[src/rtl/shift_pkg.sv]
// Shared definitions for the shift sequencer and the downstream shift register.
package shift_pkg;

  typedef enum logic [1:0] {
    IDLE  = 2'd0,
    SHIFT = 2'd1,
    DONE  = 2'd2
  } seq_state_t;

  localparam logic DIR_LEFT    = 1'b0;
  localparam logic DIR_RIGHT   = 1'b1;
  localparam int   SHIFT_WIDTH = 4;

endpackage

[src/rtl/shift_seq.sv]
// Command-driven serialiser feeding a left/right shift register one bit per cycle,
// with a one-cycle done pulse once the commanded number of strobes has been issued.
module shift_seq
  import shift_pkg::*;
#(
  parameter int WIDTH = SHIFT_WIDTH,
  parameter int LEN_W = 3
) (
  input  logic             clk,
  input  logic             rst_n,
  input  logic             cmd_valid,
  output logic             cmd_ready,
  input  logic             cmd_dir,
  input  logic [LEN_W-1:0] cmd_len,
  input  logic [WIDTH-1:0] cmd_data,
  input  logic             hold,
  output logic             shift_left,
  output logic             shift_right,
  output logic [WIDTH-1:0] data_out,
  output logic             busy,
  output logic             done,
  output seq_state_t       dbg_state
);

  localparam logic [LEN_W-1:0] LEN_MAX = LEN_W'(WIDTH);

  seq_state_t       r_state;
  logic [WIDTH-1:0] r_sh;
  logic [LEN_W-1:0] r_cnt;
  logic             r_dir_q;

  logic [LEN_W-1:0] w_len_sat;
  logic             w_active;

  assign w_len_sat = (cmd_len > LEN_MAX) ? LEN_MAX : cmd_len;

  // Handshake: a command transfers on a rising edge where cmd_valid && cmd_ready;
  // cmd_ready is high only in IDLE, so command inputs are ignored elsewhere.
  always_ff @(posedge clk or negedge rst_n) begin
    if (!rst_n) begin
      r_state <= IDLE;
      r_sh    <= '0;
      r_cnt   <= '0;
      r_dir_q <= DIR_LEFT;
    end else begin
      case (r_state)
        IDLE: begin
          if (cmd_valid) begin
            r_sh    <= cmd_data;
            r_dir_q <= cmd_dir;
            r_cnt   <= w_len_sat;
            r_state <= (w_len_sat != '0) ? SHIFT : DONE;
          end
        end
        SHIFT: begin
          if (!hold) begin
            r_sh  <= (r_dir_q == DIR_LEFT) ? (r_sh << 1) : (r_sh >> 1);
            r_cnt <= r_cnt - 1'b1;
            if (r_cnt == LEN_W'(1)) r_state <= DONE;
          end
        end
        DONE:    r_state <= IDLE;
        default: r_state <= IDLE;
      endcase
    end
  end

  // Strobes and the lane are decoded from registered state so the bit and its
  // strobe are sampled downstream on the same edge that advances r_sh.
  assign w_active    = (r_state == SHIFT) && !hold;
  assign shift_left  = w_active && (r_dir_q == DIR_LEFT);
  assign shift_right = w_active && (r_dir_q == DIR_RIGHT);

  always_comb begin
    data_out = '0;
    if (shift_left)  data_out[WIDTH-1] = r_sh[WIDTH-1];
    if (shift_right) data_out[0]       = r_sh[0];
  end

  assign cmd_ready = (r_state == IDLE);
  assign busy      = (r_state != IDLE);
  assign done      = (r_state == DONE);
  assign dbg_state = r_state;

endmodule

[config.mk]
export PLATFORM = sky130hd
export DESIGN_NAME = shift_seq
export DESIGN_NICKNAME = d
export VERILOG_FILES = /design/src/rtl/shift_pkg.sv /design/src/rtl/shift_seq.sv
export SDC_FILE = /design/constraint.sdc
export NUM_CORES = 1
export LEC_CHECK = 0
export BUFFER_PORTS_ARGS = -buffer_cell sky130_fd_sc_hd__buf_2
export CORE_AREA = 2 2 41 43
export CTS_CLUSTER_DIAMETER = 100
export CTS_CLUSTER_SIZE = 30
export DETAILED_ROUTE_END_ITERATION = 10
export DIE_AREA = 0 0 43 45
export GPL_ROUTABILITY_DRIVEN = 1
export MAX_ROUTING_LAYER = met4
export PLACE_DENSITY = 0.81
export SLEW_MARGIN = 20
export SYNTH_ARGS = -nofsm -noshare
export SYNTH_HDL_FRONTEND = slang
export SYNTH_SLANG_ARGS = --single-unit
[constraint.sdc]
create_clock -name clk -period 3.9 [get_ports clk]
set_input_delay 0.78 -clock clk [delete_from_list [all_inputs] [get_ports clk]]
set_output_delay 0.78 -clock clk [all_outputs]
set_load 0.01 [all_outputs]
==> results.py <==
metrics = {
    "yosys": {
        "seq_area_frac_synth_pct": 37.1,
        "synthCells": 67,
        "synth.distinct_cells": 29,
        "synth-seq-cells": 10,
        "synth.avg_cell_area_um2": 10.1,
        "yosysWarnings": 0,
        "synth_area_um2": 674,
    },
    "sta": {
        "clock-skew-final_ns": 0.000554,
        "slew_violations": 0,
        "rsz0062_at_grt": "no",
        "setup_viol": 0,
        "finalHoldViolations": 0,
        "layout_setup_ws_ns": 1.42,
        "max_freq_mhz": 403,
        "setup_tns_ns": 0,
        "finalCriticalPeriod_ns": 2.48,
        "min_period_over_period_pct": 63.6,
        "hold_slack_ns": 0.370,
    },
    "floorplanning": {
        "die_x_um": 43,
        "rows": 14,
        "coreArea_um2": 1470,
        "start_util_pct": 45.8,
        "die_h_um": 45,
        "ios": 23,
        "die-area_um2": 1940,
    },
    "critical_path": {
        "r2r_cells": 3,
        "crit_fanout": 10,
        "endpoint_kind": "output port",
        "cp_data_arrival_time_ns": 1.70,
        "reg2reg_to": "r_cnt[1]",
        "r2r_start": "dbg_state[1]",
        "ff2ff_setup_slack_ns": 2.40,
        "cp-start-kind": "register",
        "required_ns": 3.12,
        "critPathKind": "reg2out",
    },
    "placement": {
        "place_congestion": 0.771,
        "hpwl_um": 1070,
        "preCtsSetupSlack_ns": 1.70,
        "place_area_um2": 756,
        "portBuffers": 20,
    },
    "clock_tree": {
        "path_clk_slew_ns": 0.06,
        "ctsResizeCount": 0,
        "htree_levels": 1,
        "cts-root-buf": "clkbuf_4",
        "cts_sinks": 10,
        "clockBufferDepth": 2,
        "clock_latency_ns": 0.26,
        "cts_tree": "done",
        "cts_made_buffers": 3,
        "ctsHoldBuffers": 0,
        "post_cts_buffers": 0,
    },
    "route": {
        "viasPerCell": 5.31,
        "drt_iter0_markers": 7,
        "antenna_left": 0,
        "dr.pass1.iters": 2,
        "wl_per_cell_um": 13.4,
        "wl_um": 1350,
        "vias": 536,
        "drc": 0,
    },
    "global_routing": {
        "grt_pass1_vias": 530,
        "grt_first_pass_wirelength_um": 2350,
        "antenna_found_initial": 0,
        "track_usage_pct": 17.0,
        "overflow": 0,
        "grt_max_degree": 12,
    },
    "flow_run": {
        "cap_violations": 0,
    },
    "power": {
        "power.density_nw_per_um2": 708,
        "ir_worst_vdd_mv": 0.296,
        "leakage_nw": 0.391,
        "power_mw": 0.551,
    },
    "finish": {
        "multiInputGateArea_um2": 363,
        "nNetsFinal": 101,
        "drive_above_1_share_pct": 34.1,
        "n_antenna_cell": 0,
        "areaGrowthSynthToFinish_pct": 15.4,
        "seq_area_um2": 250,
        "nFillCells": 150,
        "design_area_um2": 778,
    },
    "worst_hold_path": {
        "hp-class": "in2async",
    },
    "status": {
        "status": "finished, final reports clean",
    },
}
## report_power, final
part	leakage, nW	internal [mW]	switching, mW
logic	0.256	0.147	0.134
clock network	0.0138	0.0355	0.0326
registers	0.122	0.150	0.0520
total	0.391	0.333	0.219
## cell usage in the layout (no fill, tap or decap), types with 2 or more instances in the layout
master / count
ha_1: 2
and2_1: 2
nor3b_1: 2
inv_1: 6
clkbuf_4: 3
nand2_1: 3
nor3_1: 4
nand2b_1: 5
mux2_4: 2
a221o_1: 2
buf_2: 20
mux2i_1: 7
nor2_1: 2
o22a_1: 2
dfrtp_1: 10
conb_1: 2
## metrics by stage
stage	cells	utilization, %
3_3_place_gp	98	51.4
2_1_floorplan	68	-
5_1_grt	101	52.9
6_report	101	52.9
4_1_cts	101	52.9
3_5_place_dp	98	51.4
## layer usage
| metal | track usage (%) | share of wire (%) | vias to the layer above |
|---|---|---|---|
| met1 | 18.8 | 41 | 258 |
| met4 | 7.27 | 0.44 | 0 |
| met5 | - | 0 | - |
| met2 | 30.3 | 55 | 11 |
| li1 | - | - | 265 |
| met3 | 2.80 | 3.9 | 2 |
## cell usage after synthesis
cell type / number / share of area (%)
inv_1: 6 / 3.3
clkbuf_1: 1 / 0.56
o22ai_1: 1 / 0.93
nor3b_1: 2 / 2.2
nand2b_1: 5 / 4.6
nand2_1: 3 / 1.7
clkbuf_2: 1 / 0.74
conb_1: 1 / 0.56
ha_1: 2 / 3.7
a21oi_1: 1 / 0.74
and4bb_2: 1 / 1.9
nor3_1: 4 / 3.0
a21o_1: 1 / 1.1
and2_1: 2 / 1.9
a221o_1: 2 / 3.0
a21oi_4: 1 / 2.4
nor4_1: 1 / 0.93
mux2_2: 1 / 1.7
a211oi_1: 1 / 1.1
nor2_2: 1 / 0.93
nor2_1: 2 / 1.1
nor2b_1: 1 / 0.93
mux2i_1: 7 / 10
dfrtp_1: 10 / 37
buf_4: 3 / 3.3
mux2_4: 2 / 4.5
o22a_1: 2 / 2.6
a32o_1: 1 / 1.5
buf_6: 1 / 1.7
## sequential cells by signal (all words and copies together) (netlist names)
name	count
r_dir_q	1
r_sh	4
r_cnt	3
dbg_state	2
## how the worst max path moves through the flow
stage	startpoint	end	cells past startpoint
2_1_floorplan	hold	data_out[0]	3
3_3_place_gp	hold	data_out[0]	4
3_5_place_dp	hold	data_out[0]	4
4_1_cts	dbg_state[1]	data_out[0]	4
5_1_grt	dbg_state[1]	data_out[0]	4
6_report	dbg_state[1]	data_out[0]	4
## layout make-up
class	instances	share of cell area, %
tap	16	2.57
sequential	10	32.2
multi-input combinational	46	46.6
timing repair buffer	20	12.9
clock buffer	3	2.89
inverter	6	2.89
## worst max-delay path, stage by stage (launching register included)
cell      delay [ns]
dfrtp_1         0.49
nand2b_1        0.38
nor3b_1         0.30
and2_1          0.15
buf_2           0.12
## kinds of logic (layout without fill, tap and decap cells)
logic type / Yosys count / count (layout) / share of synthesized area (%)
and+or+nand+nor: 22 / 22 / 19.1
buffers and inverters: 12 / 29 / 9.65
muxes: 10 / 10 / 16.5
AOI/OAI and AO/OA: 10 / 10 / 13.4
DFF: 10 / 10 / 37.1
other: 1 / 2 / 0.556
adders and majority gates: 2 / 2 / 3.71
(Power assumes the default switching activity.)
